===== config.mk =====
export PLATFORM = sky130hd
export DESIGN_NAME = pe_operand_feeder_flat
export DESIGN_NICKNAME = d
export VERILOG_FILES = /design/src/rtl/pe_operand_feeder_pkg.sv /design/src/rtl/pe_operand_feeder_if.sv /design/src/rtl/pe_feed_buffer.sv /design/src/rtl/pe_operand_feeder.sv /design/src/flat_wrapper.sv
export SDC_FILE = /design/constraint.sdc
export NUM_CORES = 1
export LEC_CHECK = 0
export ABC_CLOCK_PERIOD_IN_PS = 3850
export CAP_MARGIN = 20
export CORE_MARGIN = 4
export CORE_UTILIZATION = 59
export DETAILED_ROUTE_END_ITERATION = 7
export PLACE_DENSITY_LB_ADDON = 0.25
export SYNTH_ARGS = -nofsm -noshare
export SYNTH_HDL_FRONTEND = slang
export SYNTH_SLANG_ARGS = --single-unit

===== constraint.sdc =====
create_clock -name clk -period 3.85 [get_ports clk]
set_clock_uncertainty 0.15 [all_clocks]
set_input_delay 0.5775 -clock clk [delete_from_list [all_inputs] [get_ports clk]]
set_output_delay 0.5775 -clock clk [all_outputs]
set_load 0.02 [all_outputs]

===== src/rtl/pe_operand_feeder_pkg.sv =====
// Shared definitions for the systolic operand feeder: default array
// dimensions, sequencer state encoding and counter sizing.
package pe_operand_feeder_pkg;

  localparam int N_DEFAULT = 4;
  localparam int W_DEFAULT = 8;

  typedef enum logic [1:0] {
    IDLE   = 2'd0,
    STREAM = 2'd1,
    DRAIN  = 2'd2
  } feed_state_e;

  // Cycle counter must hold up to 2N-2 (last skewed stream cycle).
  function automatic int cnt_width(input int n);
    return $clog2(2 * n);
  endfunction

endpackage


===== src/rtl/pe_operand_feeder_if.sv =====
// Host-side bus of the operand feeder: buffer load port, stream request
// handshake and the skewed west/north operand edges of the PE array.
interface pe_operand_feeder_if #(
  parameter int N = 4,
  parameter int W = 8
);
  localparam int IW = $clog2(N);

  logic            wr_en;
  logic            wr_sel;
  logic [IW-1:0]   wr_row;
  logic [IW-1:0]   wr_col;
  logic [W-1:0]    wr_data;
  logic            start;
  logic            busy;
  logic            done;
  logic [N*W-1:0]  a_out;
  logic [N*W-1:0]  b_out;
  logic [N*N-1:0]  init_out;

  modport master (
    output wr_en, wr_sel, wr_row, wr_col, wr_data, start,
    input  busy, done, a_out, b_out, init_out
  );

  modport slave (
    input  wr_en, wr_sel, wr_row, wr_col, wr_data, start,
    output busy, done, a_out, b_out, init_out
  );

endinterface


===== src/rtl/pe_feed_buffer.sv =====
// N x N operand store with one write port and N parallel read ports.
// Reads see a same-cycle write to the same element, so a stream launched
// on the cycle of a write picks up the new value.
module pe_feed_buffer #(
  parameter int N = 4,
  parameter int W = 8
) (
  input  logic                    clk,
  input  logic                    rst,
  input  logic                    wr_en,
  input  logic [$clog2(N)-1:0]    wr_row,
  input  logic [$clog2(N)-1:0]    wr_col,
  input  logic [W-1:0]            wr_data,
  input  logic [N*$clog2(N)-1:0]  rd_row,
  input  logic [N*$clog2(N)-1:0]  rd_col,
  output logic [N*W-1:0]          rd_data
);
  localparam int IW = $clog2(N);

  logic [W-1:0] mem [N][N];

  // Element storage, cleared by reset, written one element per cycle.
  always_ff @(posedge clk or negedge rst) begin
    if (!rst) begin
      for (int r = 0; r < N; r++) begin
        for (int c = 0; c < N; c++) begin
          mem[r][c] <= '0;
        end
      end
    end else if (wr_en) begin
      mem[wr_row][wr_col] <= wr_data;
    end
  end

  // Parallel read ports with write-through bypass.
  always_comb begin
    rd_data = '0;
    for (int p = 0; p < N; p++) begin
      if (wr_en && (wr_row == rd_row[p*IW +: IW]) && (wr_col == rd_col[p*IW +: IW])) begin
        rd_data[p*W +: W] = wr_data;
      end else begin
        rd_data[p*W +: W] = mem[rd_row[p*IW +: IW]][rd_col[p*IW +: IW]];
      end
    end
  end

endmodule


===== src/rtl/pe_operand_feeder.sv =====
// Skewed operand feeder for an N x N systolic array.
//
//   state  | meaning
//   IDLE   | buffers writable, waiting for start
//   STREAM | t = 0..2N-2, diagonal wavefront of A rows / B columns driven
//   DRAIN  | N-1 zero cycles while the last products settle
//
// Output registers are loaded from the next-state view so stream cycle t
// is visible in the (t+1)th cycle after the start edge.
module pe_operand_feeder
  import pe_operand_feeder_pkg::*;
#(
  parameter int N = N_DEFAULT,
  parameter int W = W_DEFAULT
) (
  input  logic               clk,
  input  logic               rst,
  pe_operand_feeder_if.slave bus
);
  localparam int IW = $clog2(N);
  localparam int CW = cnt_width(N);

  feed_state_e     state, state_nxt;
  logic [CW-1:0]   t, t_nxt;

  logic            buf_a_we, buf_b_we;
  logic [N*IW-1:0] a_rd_row, a_rd_col, b_rd_row, b_rd_col;
  logic [N*W-1:0]  a_rd_data, b_rd_data;
  logic [N-1:0]    lane_ok;
  logic [N*N-1:0]  init_nxt;

  logic [N*W-1:0]  a_q, b_q;
  logic [N*N-1:0]  init_q;
  logic            busy_q, done_q;

  assign buf_a_we = bus.wr_en && (state == IDLE) && !bus.wr_sel;
  assign buf_b_we = bus.wr_en && (state == IDLE) &&  bus.wr_sel;

  pe_feed_buffer #(.N(N), .W(W)) u_buf_a (
    .clk     (clk),
    .rst     (rst),
    .wr_en   (buf_a_we),
    .wr_row  (bus.wr_row),
    .wr_col  (bus.wr_col),
    .wr_data (bus.wr_data),
    .rd_row  (a_rd_row),
    .rd_col  (a_rd_col),
    .rd_data (a_rd_data)
  );

  pe_feed_buffer #(.N(N), .W(W)) u_buf_b (
    .clk     (clk),
    .rst     (rst),
    .wr_en   (buf_b_we),
    .wr_row  (bus.wr_row),
    .wr_col  (bus.wr_col),
    .wr_data (bus.wr_data),
    .rd_row  (b_rd_row),
    .rd_col  (b_rd_col),
    .rd_data (b_rd_data)
  );

  // Sequencer state and cycle counter.
  always_ff @(posedge clk or negedge rst) begin
    if (!rst) begin
      state <= IDLE;
      t     <= '0;
    end else begin
      state <= state_nxt;
      t     <= t_nxt;
    end
  end

  // Next state; the counter restarts at 0 on every state entry.
  always_comb begin
    state_nxt = state;
    t_nxt     = t + CW'(1);
    case (state)
      IDLE: begin
        t_nxt = '0;
        if (bus.start) state_nxt = STREAM;
      end
      STREAM: begin
        if (t == CW'(2*N-2)) begin
          state_nxt = DRAIN;
          t_nxt     = '0;
        end
      end
      DRAIN: begin
        if (t == CW'(N-2)) begin
          state_nxt = IDLE;
          t_nxt     = '0;
        end
      end
      default: begin
        state_nxt = IDLE;
        t_nxt     = '0;
      end
    endcase
  end

  // Diagonal addressing: lane i carries A[i][t-i] and B[t-i][i].
  always_comb begin
    a_rd_row = '0;
    a_rd_col = '0;
    b_rd_row = '0;
    b_rd_col = '0;
    lane_ok  = '0;
    init_nxt = '0;
    for (int i = 0; i < N; i++) begin
      a_rd_row[i*IW +: IW] = IW'(i);
      a_rd_col[i*IW +: IW] = IW'(int'(t_nxt) - i);
      b_rd_row[i*IW +: IW] = IW'(int'(t_nxt) - i);
      b_rd_col[i*IW +: IW] = IW'(i);
      lane_ok[i] = (state_nxt == STREAM) && (int'(t_nxt) >= i) && (int'(t_nxt) - i < N);
      for (int j = 0; j < N; j++) begin
        init_nxt[i*N+j] = (state_nxt == STREAM) && (int'(t_nxt) == i + j);
      end
    end
  end

  // Registered outputs, zero-padded outside the valid wavefront.
  always_ff @(posedge clk or negedge rst) begin
    if (!rst) begin
      a_q    <= '0;
      b_q    <= '0;
      init_q <= '0;
      busy_q <= 1'b0;
      done_q <= 1'b0;
    end else begin
      for (int i = 0; i < N; i++) begin
        a_q[i*W +: W] <= lane_ok[i] ? a_rd_data[i*W +: W] : '0;
        b_q[i*W +: W] <= lane_ok[i] ? b_rd_data[i*W +: W] : '0;
      end
      init_q <= init_nxt;
      busy_q <= (state_nxt != IDLE);
      done_q <= (state == DRAIN) && (state_nxt == IDLE);
    end
  end

  assign bus.a_out    = a_q;
  assign bus.b_out    = b_q;
  assign bus.init_out = init_q;
  assign bus.busy     = busy_q;
  assign bus.done     = done_q;

endmodule

===== src/flat_wrapper.sv =====
// flat-port wrapper written by rule: the top's interface ports become plain ports
module pe_operand_feeder_flat import pe_operand_feeder_pkg::*;
#(
  parameter int N = N_DEFAULT,
  parameter int W = W_DEFAULT
)
  (clk, rst, bus_wr_en, bus_wr_sel, bus_wr_row, bus_wr_col, bus_wr_data, bus_start, bus_busy, bus_done, bus_a_out, bus_b_out, bus_init_out);
  pe_operand_feeder_if #(.N(N), .W(W)) bus_i ();
  input  logic clk;
  input  logic rst;
  input wire logic [$bits(bus_i.wr_en)-1:0] bus_wr_en;
  input wire logic [$bits(bus_i.wr_sel)-1:0] bus_wr_sel;
  input wire logic [$bits(bus_i.wr_row)-1:0] bus_wr_row;
  input wire logic [$bits(bus_i.wr_col)-1:0] bus_wr_col;
  input wire logic [$bits(bus_i.wr_data)-1:0] bus_wr_data;
  input wire logic [$bits(bus_i.start)-1:0] bus_start;
  output wire logic [$bits(bus_i.busy)-1:0] bus_busy;
  output wire logic [$bits(bus_i.done)-1:0] bus_done;
  output wire logic [$bits(bus_i.a_out)-1:0] bus_a_out;
  output wire logic [$bits(bus_i.b_out)-1:0] bus_b_out;
  output wire logic [$bits(bus_i.init_out)-1:0] bus_init_out;
  assign bus_i.wr_en = bus_wr_en;
  assign bus_i.wr_sel = bus_wr_sel;
  assign bus_i.wr_row = bus_wr_row;
  assign bus_i.wr_col = bus_wr_col;
  assign bus_i.wr_data = bus_wr_data;
  assign bus_i.start = bus_start;
  assign bus_busy = bus_i.busy;
  assign bus_done = bus_i.done;
  assign bus_a_out = bus_i.a_out;
  assign bus_b_out = bus_i.b_out;
  assign bus_init_out = bus_i.init_out;
  pe_operand_feeder #(.N(N), .W(W)) u_core (.clk(clk), .rst(rst), .bus(bus_i));
endmodule

---- Word-level counts from Yosys, hierarchy flattened ----
Index checks and enable logic that the tools add are counted.
Widths: inputs -> output; s select.
storage, ports and cells
  input port bits ......................... 17
  output and inout bits ................... 82
  logic and storage cells ................. 185
  register bits ........................... 343
cells by class
  $lt $le $gt $ge ......................... 15
  bitwise logic cells ..................... 6
  eq/ne operators ......................... 25
  mux-type cells .......................... 53
  reductions and logical operators ........ 43
  add/sub/neg operators ................... 4
operators with widths
  cell                 number
  $bmux 32 s2          4
  $bwmux 128           2
  $mux 8               27
  $lt 32x4->1 const B  3
  $mux 32              3
  $bmux 8 s2           4
  $demux 32 s2         1
  $mux 24              2
  $logic_and 1x1->1    36
  $mux 16              2
  $ge 3x3->1 const B   6
  $not 2->3            6
  $demux 8 s2          1
  $eq 2x2->1           8
  $eq 3x3->1 const B   5
  $eq 2x2->1 const B   5
  $eq 3x2->1 const B   3
  $eq 2x1->1 const B   4
  $logic_not 2->1      4
  $sub 3x2->4 const B  2
  $ge 3x2->1 const B   2
  $lt 3x1->1 const B   2
  $mux 2               3
  $mux 3               2
  other kinds (9)      9

---- Longest topological paths before layout ----
Gate-level depths: netlist of run 1.
  word-level depth ........................ 10
  depth in mapped cells ................... 13
  mapped depth without buffers ............ 12

---- Cells and area by module ----
A second synthesis of run 1 with hierarchy kept.
unflattened totals
  cells, all modules ...................... 1,501
  area total of the unflattened synthesis .. 23,613.9 um2
by module, submodules not included
  module                           cells each  seq. area each (um2)  area an instance (um2)  times used
  pe_feed_buffer (u_core.u_buf_a)  632         3,203.1               10,281.1                1
  pe_feed_buffer (u_core.u_buf_b)  631         3,203.1               10,060.9                1
  pe_operand_feeder                238         1,951.9               3,271.9                 1

---- Worst setup path after synthesis of run 1 ----
Ideal clock, no wire load.
  kind .................................... reg2reg
  start ................................... register u_core.state[1]
  end ..................................... register u_core.b_q[24] (netlist: u_core.bus.b_out[24])
  buffers on the path ..................... 4
  setup slack ............................. 0.470 ns
  data arrival time ....................... 3.092 ns
  period minus slack after synthesis ...... 3.380 ns
  required time ........................... 3.563 ns
  cell stages (with the launch flop) ...... 14
  library setup time ...................... 0.137 ns
  cell sequence ........................... dfrtp_1 -> inv_1 -> ha_1 -> a21bo_2 -> a211oi_4 -> buf_2 -> buf_2 -> ha_1 -> buf_1 -> xnor2_1 -> nand3b_1 -> buf_1 -> mux2i_1 -> nor2_1
between the ends
  longest elaborated chain between the ends .. 9
  elaborated cells between the ends (all ways) .. 25
  those cells by class .................... 1 x add/sub; 2 x order compare; 4 x eq/ne; 10 x mux; 1 x bitwise; 7 x reduce/logical
ends and longest elaborated chain
  element                                              line                      text
  from (decl)                                          pe_operand_feeder.sv:23   feed_state_e state, state_nxt;
  from (signal assigned)                               pe_operand_feeder.sv:69   state <= state_nxt;
  $eq 2x2->1 or $eq 2x1->1 (tied branches)             pe_operand_feeder.sv:78   case (state)
  $pmux 3 s2 *                                         pe_operand_feeder.sv:78
  net u_core.a_rd_col[1]                               pe_operand_feeder.sv:27   logic [N*IW-1:0] a_rd_row, a_rd_col, b_rd_row, b_rd_col;
  branches (longest 6 deep; another with $lt 32x4->1)  -
  $mux 8 *                                             pe_operand_feeder.sv:133  b_q[i*W +: W] <= lane_ok[i] ? b_rd_data[i*W +: W] : '0;
  to (signal, indexed assignment)                      pe_operand_feeder.sv:133
  to (decl)                                            pe_operand_feeder.sv:32   logic [N*W-1:0] a_q, b_q;
Mark *: on every way through the listed nets, which the timed path passes. The select of a mux whose other input is x is not followed.
A chain may end at the register's enable or synchronous reset.

---- Worst setup path in the final report of run 1 ----
  start ................................... register u_core.state[1]
  end ..................................... register u_core.b_q[30] (netlist: u_core.bus.b_out[30])
between the ends
  longest elaborated chain between the ends .. 9
  elaborated cells between the ends (all ways) .. 25
  those cells by class .................... 1 x add/sub; 2 x order compare; 4 x eq/ne; 10 x mux; 1 x bitwise; 7 x reduce/logical
ends and longest elaborated chain
  element                                              line
  branches (longest 8 deep; another with $lt 32x4->1)  -
  $mux 8 *                                             pe_operand_feeder.sv:133
Every way passes the cells marked *. The select of a mux whose other input is x is not followed.

==> impl_summary.log, run 1 <==
INFO  metric hold_class = input port to asynchronous set/reset pin
INFO  metric yosys_warnings = 0
INFO  metric syn_avg_cell_area = 13.5 um^2
INFO  metric core_area = ~25,000 um^2
INFO  metric synth.yosys.seq_area_share = between 50% and 60%
INFO  metric most_frequent_cells_in_the_layout = sky130_fd_sc_hd__dfrtp_1 (334), sky130_fd_sc_hd__mux2_2 (256), sky130_fd_sc_hd__clkdlybuf4s50_1 (97)
INFO  metric postCtsSetupBuffers = 0
INFO  metric top_level_ports = 99
INFO  metric drt-met1-wl = approximately 14,000 um
INFO  metric critical_path.startpoint_type = flip-flop
INFO  metric power_density = 666 nW/um^2
INFO  metric drt_iter0_markers = 718
INFO  metric final_hold_viol_count = 35
INFO  metric finish.instance_area = 17,500 um^2
INFO  metric detailedPlace.worstSlack = 0.502 ns
INFO  metric worstPathCellList = inv_1 -> ha_1 -> a21bo_2 -> nand2_1 -> nand4_1 -> inv_4 -> xor2_1 -> nand3b_1 -> mux2i_1 -> nor2_1
INFO  metric timing.max_slew.rel_slack = 27.2%
INFO  metric synth-seq-cells = 334
INFO  metric drive_above_1_share = ~33%
INFO  metric port-buffer-count = 98
INFO  metric clockRootBuffer = sky130_fd_sc_hd__clkbuf_16
INFO  metric nNetsFinal = 1,237
INFO  metric routed_wire_length_per_instance = about 21 um
INFO  metric mostFrequentLayoutCell = sky130_fd_sc_hd__dfrtp_1
INFO  metric antenna_found_initial = 5
INFO  metric critPathKind = flip-flop to flip-flop
INFO  metric drc_violations_left = 0
INFO  metric timing.critical_path.to_type = flip-flop
INFO  metric numClockSinks = 334
INFO  metric worst-path-max-fanout = 26
INFO  metric routed-via-count = ~9,400
INFO  metric failed_checks = negative hold slack
INFO  metric grt_first_pass_wirelength = 54,000 um
INFO  metric die-height = 167 um
INFO  metric timing.hold.ws = -0.0342 ns
INFO  metric category_of_cells_accounting_for_the_largest_share_of_critical_path_delay = simple AND/OR/NAND/NOR gates
INFO  metric hpwlAfterDp = 20,500 um
INFO  metric cp.buffers_inverters = 2
INFO  metric final_routed_wirelength_across_all_metal_layers = 33,200 um
INFO  metric routabilityCongestion = ~0.8
INFO  metric cp.required = 4.08 ns
INFO  metric synthesis.area = ~15,000 um^2
INFO  metric fmax = ~0.29 GHz
INFO  metric first_global_vias = slightly below 10,000
INFO  metric tightest_slew = around 1.1 ns
INFO  metric cts.hold.buffers_added = 0
INFO  metric syn2layout_area_growth = 18.0%
INFO  metric tritoncts = done
INFO  metric gr-usage-all-layers = 24.0%
INFO  metric grt_overflow = 0
INFO  metric finalSetupViolations = 0
INFO  metric largest_net_degree_at_the_start_of_global_routing = 108
INFO  metric worst_ir_drop_vdd = between 0.4 and 0.5 mV
INFO  metric crit_arrival = approximately 3.7 ns
INFO  metric die_width = 167 um
INFO  metric period_share = about nine tenths
INFO  metric slew_violations = 0
INFO  metric start_util = approximately three fifths
INFO  metric first_pass_iters = 5
INFO  metric fp.dieArea = 27,800 um^2
INFO  metric wl_met2 = 16,700 um
INFO  metric synth_cells = 1,101
INFO  metric final.setup.tns = 0 ns
INFO  metric drv_cap = 0
INFO  metric count_of_nets_left_with_antenna_violations_after_detail_routing = 0
INFO  metric clkLatencyLatePin = 0.50 ns
INFO  metric synth_nets = around 1,100
INFO  metric power.static_leakage = 0.00797 uW
INFO  metric grt_setup_unrepaired = no
INFO  metric clkTransAtPathRegs = 0.06 ns
INFO  metric placementRows = 57
INFO  metric tritoncts.num_buffers = 35
INFO  metric clock_path_buffers = 3
INFO  metric outcome = finished, violations left
INFO  metric cts.repair.resized = 0
INFO  metric layout_setup_ws = a little over 0.4 ns
INFO  metric placement.cell_area = 16,300 um^2
INFO  metric cts_max_level = 2
INFO  metric post-route-min-period = approximately 3.4 ns
INFO  metric via_per_inst = a little over 6
INFO  metric route.met3.wl = about 1500 um
INFO  metric synth.lib_cells_used.distinct = 42
INFO  metric worst_path_largest_cell_delay = 0.50 ns
INFO  metric slowest_stage = sky130_fd_sc_hd__nand3b_1
INFO  metric top_layer_used = met5
## layer usage
layer	up-vias	global-route usage [%]
met5	-	0
met4	2	8.40
met3	65	3.25
met2	256	39.9
met1	4939	33.0
li1	4147	-
## layout make-up
cell class              count  area (um^2)
repair buffers            152         1440
flip-flops and latches    334         8360
fillers                  1635         6990
diodes                      4         10.0
multi-input cells         672         6090
clock inverters             9         95.1
inverters                  11         43.8
well taps                 324          405
clock buffers              53         1100
## cells in the mapped netlist
cell type	n	share of area, %
sky130_fd_sc_hd__and2_1	1	0.042
sky130_fd_sc_hd__nand2b_1	8	0.34
sky130_fd_sc_hd__inv_1	10	0.25
sky130_fd_sc_hd__buf_2	17	0.57
sky130_fd_sc_hd__a31oi_1	2	0.084
sky130_fd_sc_hd__nor4_1	2	0.084
sky130_fd_sc_hd__mux2_2	256	19
sky130_fd_sc_hd__and2_0	1	0.042
sky130_fd_sc_hd__a21boi_1	1	0.051
sky130_fd_sc_hd__buf_4	10	0.50
sky130_fd_sc_hd__mux2i_1	64	4.3
sky130_fd_sc_hd__xnor2_1	2	0.12
sky130_fd_sc_hd__buf_1	4	0.10
sky130_fd_sc_hd__o211ai_1	1	0.051
sky130_fd_sc_hd__a21bo_2	1	0.067
sky130_fd_sc_hd__o21ai_0	2	0.067
sky130_fd_sc_hd__nor3b_1	5	0.25
sky130_fd_sc_hd__mux4_2	32	4.8
sky130_fd_sc_hd__xor2_2	1	0.11
sky130_fd_sc_hd__a22o_1	1	0.059
sky130_fd_sc_hd__a21oi_1	66	2.2
sky130_fd_sc_hd__nand3b_1	2	0.10
sky130_fd_sc_hd__nand4_1	1	0.042
sky130_fd_sc_hd__and4_1	1	0.059
sky130_fd_sc_hd__nor2_1	58	1.5
sky130_fd_sc_hd__a221oi_1	1	0.059
sky130_fd_sc_hd__nor3_2	4	0.27
sky130_fd_sc_hd__nand3_1	6	0.20
sky130_fd_sc_hd__nand2_1	83	2.1
sky130_fd_sc_hd__xor2_1	3	0.18
sky130_fd_sc_hd__inv_2	1	0.025
sky130_fd_sc_hd__o2111ai_1	1	0.059
sky130_fd_sc_hd__nor3b_2	2	0.17
sky130_fd_sc_hd__nor3_1	3	0.10
sky130_fd_sc_hd__or2_2	2	0.084
sky130_fd_sc_hd__clkbuf_1	53	1.3
sky130_fd_sc_hd__ha_1	14	1.2
sky130_fd_sc_hd__and3_1	6	0.25
sky130_fd_sc_hd__a211oi_4	1	0.13
sky130_fd_sc_hd__nor2b_1	6	0.25
sky130_fd_sc_hd__dfrtp_1	334	56
sky130_fd_sc_hd__a221o_1	32	2.2
## cell families after synthesis
| family | count (synthesis) | share of synthesized area (%) |
|---|---|---|
| simple gates | 191 | 5.85 |
| xor+xnor | 6 | 0.404 |
| flops | 334 | 56.2 |
| mux | 352 | 28.5 |
| fa+ha+maj | 14 | 1.18 |
| buf+inv | 95 | 2.79 |
| compound gates | 109 | 5.01 |
## path summary, 6_finish.rpt
kind / from / to / slack (ns) / cells after the start
worst min register to register: u_core.u_buf_b.mem[89]$_DFFE_PN0P_ / u_core.u_buf_b.mem[89]$_DFFE_PN0P_ / 0.35 / 1
worst min-delay path: rst / u_core.u_buf_a.mem[116]$_DFFE_PN0P_ / -0.03 / 1
worst max-delay path: u_core.state[1]$_DFF_PN0_ / u_core.bus.b_out[30]$_DFF_PN0_ / 0.41 / 10
worst max register to register: u_core.state[1]$_DFF_PN0_ / u_core.bus.b_out[30]$_DFF_PN0_ / 0.41 / 10
max in group asynchronous: rst / u_core.bus.b_out[29]$_DFF_PN0_ / 2.73 / 2
min in group clk: u_core.u_buf_b.mem[89]$_DFFE_PN0P_ / u_core.u_buf_b.mem[89]$_DFFE_PN0P_ / 0.35 / 1
## flip-flops by register name (all words and copies together) (netlist names)
register and cells:
u_core.bus.busy 1, u_core.bus.b_out 32, u_core.bus.init_out 7, u_core.bus.done 1, u_core.u_buf_b.mem 128, u_core.bus.a_out 32, u_core.u_buf_a.mem 128, u_core.t 3
u_core.state 2
## power breakdown
part,internal (uW),leakage [uW],switching (uW)
clock,2100,0.000597,1330
sequential,4360,0.00446,425
combinational,1780,0.00291,1700
## per-stage QoR
| step | total power [uW] | instances | utilization, % |
|---|---|---|---|
| after detailed placement | 8280 | 1493 | 66.6 |
| final | 11700 | 1559 | 71.5 |
| after global routing | 12300 | 1559 | 71.5 |
| after floorplan | 7230 | 1101 | - |
| after CTS | 11800 | 1555 | 71.5 |
| after global placement | 8130 | 1493 | 66.6 |
No activity file was read; power rests on OpenSTA's default activity.
==> run 2, diff against run 1 <==
--- a/config.mk
+++ b/config.mk
@@ -5,7 +5,7 @@
 export SDC_FILE = /design/constraint.sdc
 export NUM_CORES = 1
 export LEC_CHECK = 0
-export ABC_CLOCK_PERIOD_IN_PS = 3850
+export ABC_CLOCK_PERIOD_IN_PS = 3800
 export CAP_MARGIN = 20
 export CORE_MARGIN = 4
 export CORE_UTILIZATION = 59
==> constraint.sdc (replaced) <==
create_clock -name clk -period 3.8 [get_ports clk]
set_clock_uncertainty 0.15 [all_clocks]
set_input_delay 0.57 -clock clk [delete_from_list [all_inputs] [get_ports clk]]
set_output_delay 0.57 -clock clk [all_outputs]
set_load 0.02 [all_outputs]
==> run 2 against run 1 <==
  * The flow now finishes without violations
  * Clock-buffer cell count down 1
  * Register-to-register slack worse by 0.04 ns
  * Cell area down 0.42%
  * Critical path type unchanged
  * Highest routed layer is now met4
==> impl_summary.log, run 2 (same netlist as run 1, synthesis figures left out) <==
INFO  metric outcome = completed (was finished, violations left)
INFO  metric pwr-share-seq = 41.3% (was 41.0%)
INFO  metric worst-path-max-fanout = 32 (was 26)
INFO  metric fill_cells = 1,690 (was 1,635)
INFO  metric clkTransAtPathRegs = 0.06 ns (about the same)
INFO  metric fp.dieArea = 27,800 um^2 (unchanged)
INFO  metric postCtsSetupBuffers = 0 (unchanged)
INFO  metric p_sw = 3450 uW (was 3460 uW)
INFO  metric grt_setup_unrepaired = no (unchanged)
INFO  metric clockRootBuffer = sky130_fd_sc_hd__clkbuf_16 (unchanged)
INFO  metric critPathKind = flip-flop to flip-flop (unchanged)
INFO  metric fin_total_pwr = 11,700 uW (about the same)
INFO  metric period_share = 90.3% (was 89.4%)
INFO  metric via_per_inst = 5.92 (was 6.04)
INFO  metric tritoncts = done (unchanged)
INFO  metric antenna_found_initial = 1 (was 5)
INFO  metric cts.hold.buffers_added = 1 (was 0)
INFO  metric top_level_ports = 99 (unchanged)
INFO  metric category_of_cells_accounting_for_the_largest_share_of_critical_path_delay = multiplexers (was simple AND/OR/NAND/NOR gates)
INFO  metric grt_overflow = 0 (unchanged)
INFO  metric largest_net_degree_at_the_start_of_global_routing = 101 (was 108)
INFO  metric worst_path_largest_cell_delay = 0.56 ns (was 0.50 ns)
INFO  metric start_util = 60.6% (unchanged)
INFO  metric p_int = 8270 uW (was 8240 uW)
INFO  metric routed_wire_length_per_instance = 20.8 um (was 21.3 um)
INFO  metric slowest_stage = sky130_fd_sc_hd__mux4_2 (was sky130_fd_sc_hd__nand3b_1)
INFO  metric timing.max_slew.rel_slack = 46.2% (was 27.2%)
INFO  metric syn2layout_area_growth = 17.5% (was 18.0%)
INFO  metric timing.critical_path.to_type = flip-flop (unchanged)
INFO  metric tritoncts.num_buffers = 36 (was 35)
INFO  metric power.share.switching = 29.5% (was 29.6%)
INFO  metric first_global_vias = 9,786 (was 9,864)
INFO  metric port-buffer-count = 98 (unchanged)
INFO  metric cts.repair.resized = 0 (unchanged)
INFO  metric mostFrequentLayoutCell = sky130_fd_sc_hd__dfrtp_1 (unchanged)
INFO  metric placementRows = 57 (unchanged)
INFO  metric routabilityCongestion = 0.821 (was 0.804)
INFO  metric gr-usage-all-layers = 23.4% (was 24.0%)
INFO  metric cp.buffers_inverters = 3 (was 2)
INFO  metric core_area = 24,500 um^2 (unchanged)
INFO  metric first_pass_iters = 5 (unchanged)
INFO  metric largest_registers = u_core.u_buf_a.mem: 128 flops, u_core.u_buf_b.mem: 128 flops (unchanged)
INFO  metric clkPwrFrac = 29.3% (about the same)
INFO  metric drive_above_1_share = 33.0% (was 33.5%)
INFO  metric critical_path.startpoint_type = flip-flop (unchanged)
INFO  metric clock_path_buffers = 3 (unchanged)
INFO  metric drv_cap = 0 (unchanged)
INFO  metric routed-via-count = 9,181 (was 9,409)
INFO  metric final_routed_wirelength_across_all_metal_layers = 32,300 um (was 33,200 um)
INFO  metric post-route-min-period = 3.43 ns (was 3.44 ns)
INFO  metric drc_violations_left = 0 (unchanged)
INFO  metric fmax = 0.291 GHz (about the same)
INFO  metric final.setup.tns = 0 ns (unchanged)
INFO  metric nNetsFinal = 1,233 (was 1,237)
INFO  metric power_density = 671 nW/um^2 (was 666 nW/um^2)
INFO  metric worst_ir_drop_vdd = 0.381 mV (was 0.400 mV)
INFO  metric count_of_nets_left_with_antenna_violations_after_detail_routing = 0 (unchanged)
INFO  metric numClockSinks = 334 (unchanged)
INFO  metric slew_violations = 0 (unchanged)
INFO  metric worstPathCellList = inv_1 -> ha_1 -> nand2b_1 -> or2_2 -> nand4_1 -> inv_1 -> ha_1 -> buf_4 -> mux4_2 -> mux2i_1 -> nor2_1 (was inv_1 -> ha_1 -> a21bo_2 -> nand2_1 -> nand4_1 -> inv_4 -> xor2_1 -> nand3b_1 -> mux2i_1 -> nor2_1)
INFO  metric hpwlAfterDp = 19,800 um (was 20,500 um)
INFO  metric reg2reg_setup_slack = 0.37 ns (was 0.41 ns)
INFO  metric die-height = 167 um (unchanged)
INFO  metric most_frequent_cells_in_the_layout = sky130_fd_sc_hd__dfrtp_1 (334), sky130_fd_sc_hd__mux2_2 (256), sky130_fd_sc_hd__clkdlybuf4s50_1 (97) (unchanged)
INFO  metric power.static_leakage = 0.00792 uW (was 0.00797 uW)
INFO  metric final_hold_viol_count = 0 (was 35)
INFO  metric clkLatencyLatePin = 0.51 ns (was 0.50 ns)
INFO  metric tightest_slew = 0.803 ns (was 1.09 ns)
INFO  metric cp.required = 4.04 ns (was 4.08 ns)
INFO  metric crit_arrival = 3.67 ns (about the same)
INFO  metric die_width = 167 um (unchanged)
INFO  metric drt_iter0_markers = 678 (was 718)
INFO  metric finalSetupViolations = 0 (unchanged)
INFO  metric grt_first_pass_wirelength = 52,800 um (was 54,000 um)
INFO  metric p_comb_share = 29.4% (was 29.7%)
INFO  metric hold_class = flip-flop to flip-flop (was input port to asynchronous set/reset pin)
INFO  metric cts_max_level = 2 (unchanged)
## run 2: cell count changes in the layout (fill, tap and decap cells not counted)
cell and change:
sky130_fd_sc_hd__buf_12 -1, sky130_fd_sc_hd__buf_4 -5, sky130_fd_sc_hd__clkbuf_1 +2, sky130_fd_sc_hd__clkbuf_8 -3, sky130_fd_sc_hd__clkinvlp_4 +2, sky130_fd_sc_hd__diode_2 -3
sky130_fd_sc_hd__dlygate4sd3_1 +1
## run 2: cell type report
cell class | instances | area [um^2] | share of cell area [%]
flip-flops and latches | 334 | 8360 | 47.8
multi-input cells | 672 | 6090 | 34.9
repair buffers | 147 | 1390 | 7.98
diodes | 1 | 2.50 | 0.0143
well taps | 324 | 405 | 2.32
clock buffers | 52 | 1060 | 6.08
clock inverters | 11 | 110 | 0.630
inverters | 11 | 43.8 | 0.251
## run 2: per-layer routing
layer | vias up | GRT usage (%) | wire length (um)
li1 | 4128 | - | -
met1 | 4764 | 32.1 | 14100
met2 | 223 | 38.9 | 15900
met3 | 66 | 3.86 | 1340
met4 | 0 | 7.26 | 888
met5 | - | 0 | 0
## run 2: worst paths after layout
check                                                    start                                  end  cells past startpoint
setup / recovery                         u_core.t[0]$_DFF_PN0_       u_core.bus.a_out[29]$_DFF_PN0_                     11
hold reg to reg            u_core.u_buf_b.mem[117]$_DFFE_PN0P_  u_core.u_buf_b.mem[117]$_DFFE_PN0P_                      1
max in group asynchronous                                  rst   u_core.u_buf_a.mem[21]$_DFFE_PN0P_                      3
setup reg to reg                         u_core.t[0]$_DFF_PN0_       u_core.bus.a_out[29]$_DFF_PN0_                     11
hold / removal             u_core.u_buf_b.mem[117]$_DFFE_PN0P_  u_core.u_buf_b.mem[117]$_DFFE_PN0P_                      1
min in group asynchronous                                  rst  u_core.u_buf_a.mem[100]$_DFFE_PN0P_                      2
## run 2: power groups by stage
stage          combinational [uW]  sequential [uW]  clock (uW)
4_1_cts                      3470             4840        3490
5_1_grt                      3760             4940        3660
3_3_place_gp                 3350             4840           0
3_5_place_dp                 3450             4890           0
2_1_floorplan                2410             4910           0
6_report                     3450             4840        3430
## run 2: metrics by stage
step | std cells | worst slack (ns) | instance area (um^2) | utilization, % | hold WS (ns)
CTS | 1551 | 0.380 | 17500 | 71.2 | 0.352
global route | 1552 | 0.175 | 17500 | 71.2 | 0.364
floorplan | 1101 | 0.420 | 14900 | - | 0.124
global placement | 1487 | 0.467 | 16300 | 66.4 | 0.333
detailed placement | 1487 | 0.396 | 16300 | 66.4 | 0.338
finish | 1552 | 0.368 | 17500 | 71.2 | 0.351
